### src/rtl/irq_source_agent.sv
// Per-line 4-phase IRQ/EOI requester with queued events and a 2-flop eoi synchronizer.
// Optional REQ-dwell timeout is built only when IRQ_AGENT_TIMEOUT_EN is defined.
module irq_source_agent #(
   parameter int unsigned N_IRQ     = 16,
   parameter int unsigned CNT_W     = 4,
   parameter int unsigned TO_CYCLES = 1024
) (
   input  logic             clk,
   input  logic             rst,
   input  logic [N_IRQ-1:0] trig,
   input  logic [N_IRQ-1:0] eoi,
   output logic [N_IRQ-1:0] irq,
   output logic [N_IRQ-1:0] done,
   output logic [N_IRQ-1:0] ovf,
   output logic [N_IRQ-1:0] timeout,
   input  logic [N_IRQ-1:0] clr
);

   typedef enum logic [1:0] {
      ST_IDLE,
      ST_REQ,
      ST_REL
   } state_e;

   localparam logic [CNT_W-1:0] CNT_MAX = '1;

   if (TO_CYCLES < 2) begin : g_to_cycles_range
      $error("irq_source_agent: TO_CYCLES must be >= 2");
   end

   logic [N_IRQ-1:0] eoi_m_q, eoi_m_d;
   logic [N_IRQ-1:0] eoi_s_q, eoi_s_d;
   logic [N_IRQ-1:0] irq_q, irq_d;
   logic [N_IRQ-1:0] done_q, done_d;
   logic [N_IRQ-1:0] ovf_q, ovf_d;
   logic [N_IRQ-1:0] timeout_q, timeout_d;
   logic [N_IRQ-1:0] launch;
   logic [N_IRQ-1:0] ovf_set;
   logic [N_IRQ-1:0] to_set;
   state_e           state_q [N_IRQ];
   state_e           state_d [N_IRQ];
   logic [CNT_W-1:0] cnt_q   [N_IRQ];
   logic [CNT_W-1:0] cnt_d   [N_IRQ];

`ifdef IRQ_AGENT_TIMEOUT_EN
   localparam int unsigned       DW_W    = $clog2(TO_CYCLES);
   localparam logic [DW_W-1:0]   DW_LAST = DW_W'(TO_CYCLES - 1);
   logic [DW_W-1:0] dwell_q [N_IRQ];
   logic [DW_W-1:0] dwell_d [N_IRQ];
`endif

   always_comb begin
      eoi_m_d = eoi;
      eoi_s_d = eoi_m_q;
      done_d  = '0;
      launch  = '0;
      ovf_set = '0;
      to_set  = '0;
      irq_d   = '0;
      for (int unsigned i = 0; i < N_IRQ; i++) begin
         state_d[i] = state_q[i];
         cnt_d[i]   = cnt_q[i];
`ifdef IRQ_AGENT_TIMEOUT_EN
         dwell_d[i] = '0;
`endif
         case (state_q[i])
            ST_IDLE: begin
               // eoi_s is deliberately ignored here
               if (cnt_q[i] != '0 || trig[i]) begin
                  state_d[i] = ST_REQ;
                  launch[i]  = 1'b1;
               end
            end
            ST_REQ: begin
               if (eoi_s_q[i]) begin
                  state_d[i] = ST_REL;
               end
`ifdef IRQ_AGENT_TIMEOUT_EN
               else if (dwell_q[i] == DW_LAST) begin
                  state_d[i] = ST_REL;
                  to_set[i]  = 1'b1;
               end else begin
                  dwell_d[i] = dwell_q[i] + 1'b1;
               end
`endif
            end
            ST_REL: begin
               if (!eoi_s_q[i]) begin
                  state_d[i] = ST_IDLE;
                  done_d[i]  = 1'b1;
               end
            end
            default: state_d[i] = ST_IDLE;
         endcase

         // A launch consumes the event the same cycle's trig would add
         if (trig[i] && !launch[i]) begin
            if (cnt_q[i] == CNT_MAX) begin
               ovf_set[i] = 1'b1;
            end else begin
               cnt_d[i] = cnt_q[i] + 1'b1;
            end
         end else if (launch[i] && !trig[i]) begin
            cnt_d[i] = cnt_q[i] - 1'b1;
         end

         irq_d[i] = (state_d[i] == ST_REQ);
      end
      ovf_d = (ovf_q & ~clr) | ovf_set;
`ifdef IRQ_AGENT_TIMEOUT_EN
      timeout_d = (timeout_q & ~clr) | to_set;
`else
      timeout_d = '0;
`endif
   end

   always_ff @(posedge clk or posedge rst) begin
      if (rst) begin
         eoi_m_q   <= '0;
         eoi_s_q   <= '0;
         irq_q     <= '0;
         done_q    <= '0;
         ovf_q     <= '0;
         timeout_q <= '0;
         for (int unsigned i = 0; i < N_IRQ; i++) begin
            state_q[i] <= ST_IDLE;
            cnt_q[i]   <= '0;
`ifdef IRQ_AGENT_TIMEOUT_EN
            dwell_q[i] <= '0;
`endif
         end
      end else begin
         eoi_m_q   <= eoi_m_d;
         eoi_s_q   <= eoi_s_d;
         irq_q     <= irq_d;
         done_q    <= done_d;
         ovf_q     <= ovf_d;
         timeout_q <= timeout_d;
         for (int unsigned i = 0; i < N_IRQ; i++) begin
            state_q[i] <= state_d[i];
            cnt_q[i]   <= cnt_d[i];
`ifdef IRQ_AGENT_TIMEOUT_EN
            dwell_q[i] <= dwell_d[i];
`endif
         end
      end
   end

   assign irq     = irq_q;
   assign done    = done_q;
   assign ovf     = ovf_q;
   assign timeout = timeout_q;

endmodule
### config.mk
export PLATFORM = sky130hd
export DESIGN_NAME = irq_source_agent
export DESIGN_NICKNAME = d
export VERILOG_FILES = /design/src/rtl/irq_source_agent.sv
export SDC_FILE = /design/constraint.sdc
export NUM_CORES = 1
export LEC_CHECK = 0
export CAP_MARGIN = 25
export CORE_ASPECT_RATIO = 0.7
export CORE_UTILIZATION = 58
export CTS_CLUSTER_DIAMETER = 150
export DETAILED_ROUTE_END_ITERATION = 10
export HOLD_SLACK_MARGIN = 0.1
export PLACE_DENSITY = 0.83
export SETUP_SLACK_MARGIN = 0.5
export SLEW_MARGIN = 5
export SYNTH_ARGS = -nofsm -noshare
export SYNTH_HDL_FRONTEND = slang
export SYNTH_SLANG_ARGS = --single-unit
### constraint.sdc
create_clock -name clk -period 8.2 [get_ports clk]
set_input_delay 1.23 -clock clk [delete_from_list [all_inputs] [get_ports clk]]
set_output_delay 1.23 -clock clk [all_outputs]
set_load 0.005 [all_outputs]
==> flow_summary_export.csv <==
group,metric,value,unit
outcome,status,"complete, no violations",
synth,yosysSeqAreaShare,0.512,
synth,syn_avg_cell_area,12.0,um2
cts,clockRootBuffer,"clkbuf_16",
routing,vias,5886,
power_and_ir_drop,max-vdd-ir-drop,0.184,mV
sta,drv_slew,0,
cts,clkTransAtPathRegs,0.07,ns
final_layout,utilization,0.721,
cts,cts_setup_buffers,0,
sta,setup_viol,0,
cts,insertion_delay,0.42,ns
grt,grt_overflow_total,0,
die,start_util,0.607,
synth,synth-seq-cells,176,
sta,post-route-min-period,3.02,ns
placed_design,hpwl,11400,um
cts,numClockSinks,176,
synth,synthTopCellsByArea,"dfrtp_1 (51%), ha_1 (4.7%), fa_1 (3.7%)",
grt,grt_pass1_vias,5893,
final_layout,num_antenna_cells,0,
die,ios,114,
die,dieArea,0.0153,mm2
grt,antenna_found_initial,0,
routing,wl_per_cell,16.3,um
worst_setup_path,crit_fanout,8,
sta,max_freq,0.331,GHz
worst_setup_path,crit_slowest_cell,"clkdlybuf4s50_1",
cts,tritoncts,"yes",
hold_path,worst_hold_path.num_cells,0,
worst_setup_path,max_stage_delay,0.62,ns
final_layout,layout-drive-gt1-share,0.110,
die,core-area,0.0142,mm2
cts,cts_repair_resize_count,0,
routing,drt_iter0_drc,337,
synth,postSynth.asyncResetShare,1.00,
final_layout,synthToLayoutAreaGrowth,18.8,%
routing,drc,0,
die,std_cell_rows,36,
cts,cts_buffers,17,
sta,timing.final.crit_share,0.369,
sta,worst_pin_slew,0.864,ns
worst_setup_path,path_cells,"clkdlybuf4s50_1, nor2b_2, inv_1, ha_1, a21o_1, a21oi_1, mux4_2",
cts,hold_buffers,0,
grt,grt_max_degree,101,
routing,ant_nets,0,
synth,yosysMostFrequentCell,"dfrtp_1",
worst_setup_path,start_kind,"input port",
synth,ys_types,45,
die,die_y,104,um
hold_path,hp-class,"flip-flop to flip-flop",
synth,synth_top_flop_cell,"dfrtp_1",
synth,synthTopCellsByCount,"dfrtp_1 (176), nor2_1 (43), a21oi_1 (33), ha_1 (32), inv_1 (31)",
synth,syn_area,0.00861,mm2
placed_design,globalplace.congestion,0.922,
grt,grt_usage,0.228,
synth,yosys.area.top_type,"dfrtp_1",
synth,synth-edff-count,0,
synth,netlist.area_leader.share,0.512,
cts,h-tree-depth,4,
worst_setup_path,worstPathRequired,8.49,ns
placed_design,io_buffer_count,97,
synth,netlist_instances,719,
final_layout,design.final.nets,909,
sta,rsz0062_at_grt,"false",
final_layout,fill_cells,952,
synth,yosys_warnings,0,
routing,wirelength,16500,um
worst_setup_path,crit_arrival,3.31,ns
sta,final.setup.tns,0,ns
job,maxCapViolations,0,
worst_setup_path,worst_r2r_path_depth,7,
sta,skew,0.0101,ns
grt,grt_pass1_wl,28100,um
cts,cts_max_path_buffers,2,
power_and_ir_drop,leakage,0.00426,uW
die,die_w,148,um
routing,dr.pass1.iters,5,
power_and_ir_drop,power-per-cell-area,409,mW/mm2
sta,slew_headroom,0.424,
routing,vias_per_cell,5.80,
worst_setup_path,cp-end-kind,"flip-flop",
sta,finalHoldViolCount,0,
worst_setup_path,critical_path_class,"input port to flip-flop",
[stage by stage]
stage | std cells | power [uW] | worst slack [ns] | cell area [um2] | hold WS, ns
2_1_floorplan | 734 | 2890 | 2.20 | 8660 | 0.331
3_3_place_gp | 981 | 3200 | 4.84 | 9620 | 0.332
3_5_place_dp | 981 | 3360 | 4.75 | 9620 | 0.335
4_1_cts | 1013 | 4200 | 5.20 | 10200 | 0.346
5_1_grt | 1014 | 4490 | 5.07 | 10200 | 0.344
6_report | 1014 | 4180 | 5.18 | 10200 | 0.340
[flip-flops by register name (all words and copies together) (netlist names)]
signal	flops
cnt_q	64
state_q	32
done	16
eoi_m_q	16
eoi_s_q	16
irq	16
ovf	16
[final timing paths]
path | slack (ns) | startpoint | to
worst max-delay path | 5.18 | trig[3] | cnt_q[51]
worst min-delay path | 0.34 | eoi_m_q[2] | eoi_s_q[2]
worst max register to register | 6.03 | state_q[20] | cnt_q[41]
worst min register to register | 0.34 | eoi_m_q[2] | eoi_s_q[2]
max in group asynchronous | 5.75 | rst | irq[4]
min in group asynchronous | 1.35 | rst | eoi_m_q[12]
[layout make-up]
cell class / count / area (um2) / area share
multi-input combinational: 486 / 3870 / 0.379
timing repair buffer: 99 / 1010 / 0.0984
sequential: 176 / 4400 / 0.431
clock inverter: 14 / 155 / 0.0152
clock buffer: 18 / 429 / 0.0420
tap: 190 / 238 / 0.0232
inverter: 31 / 121 / 0.0119
[cell usage in the layout (no fill, tap or decap), types with 11 or more instances in the layout]
master,netlist,layout
a211oi_1,12,12
a21o_1,18,18
a21oi_1,33,33
a221oi_1,24,24
and2_1,21,21
clkbuf_16,0,17
clkdlybuf4s50_1,0,97
conb_1,1,16
dfrtp_1,176,176
fa_1,16,16
ha_1,32,32
inv_1,31,30
mux2_2,11,11
nand2_1,27,27
nand4_1,18,18
nor2_1,43,43
nor3_1,11,11
nor3b_1,16,16
nor4_2,17,17
o22ai_1,16,16
xnor2_1,28,28
xor2_1,23,23
[power by group]
part	switching (uW)	leakage, uW	internal [uW]
combinational	751	0.00185	954
clock	344	0.000288	455
sequential	476	0.00213	1200
total	1570	0.00426	2610
[kinds of logic (layout without fill, tap and decap cells)]
group / count (synthesis) / in the layout / share of synthesized area
buffers and inverters: 72 / 162 / 0.0449
other: 1 / 16 / 0.000436
muxes: 35 / 35 / 0.0565
AOI/OAI and AO/OA: 143 / 143 / 0.115
and+or+nand+nor: 193 / 193 / 0.136
adders and majority gates: 48 / 48 / 0.0837
DFF: 176 / 176 / 0.512
xor gates and xnor gates: 51 / 51 / 0.0519
[layer usage]
layer / vias to the layer above / share of wire / global-route usage / wire, um
li1: 2762 / - / - / -
met3: 14 / 0.047 / 0.0474 / 782
met5: - / 0 / 0 / 0
met4: 0 / 0.0069 / 0.0574 / 114
met1: 2946 / 0.44 / 0.302 / 7300
met2: 164 / 0.50 / 0.384 / 8330
[critical path, delay by kind of cell]
| family | cells | cell delay [ns] |
|---|---|---|
| AO/OA/AOI/OAI | 2 | 0.34 |
| adder cells (fa/ha/maj) | 1 | 0.32 |
| buffers and inverters | 2 | 0.79 |
| multiplexers | 1 | 0.32 |
| AND/OR/NAND/NOR | 1 | 0.32 |
No activity file was read; power rests on OpenSTA's default activity.
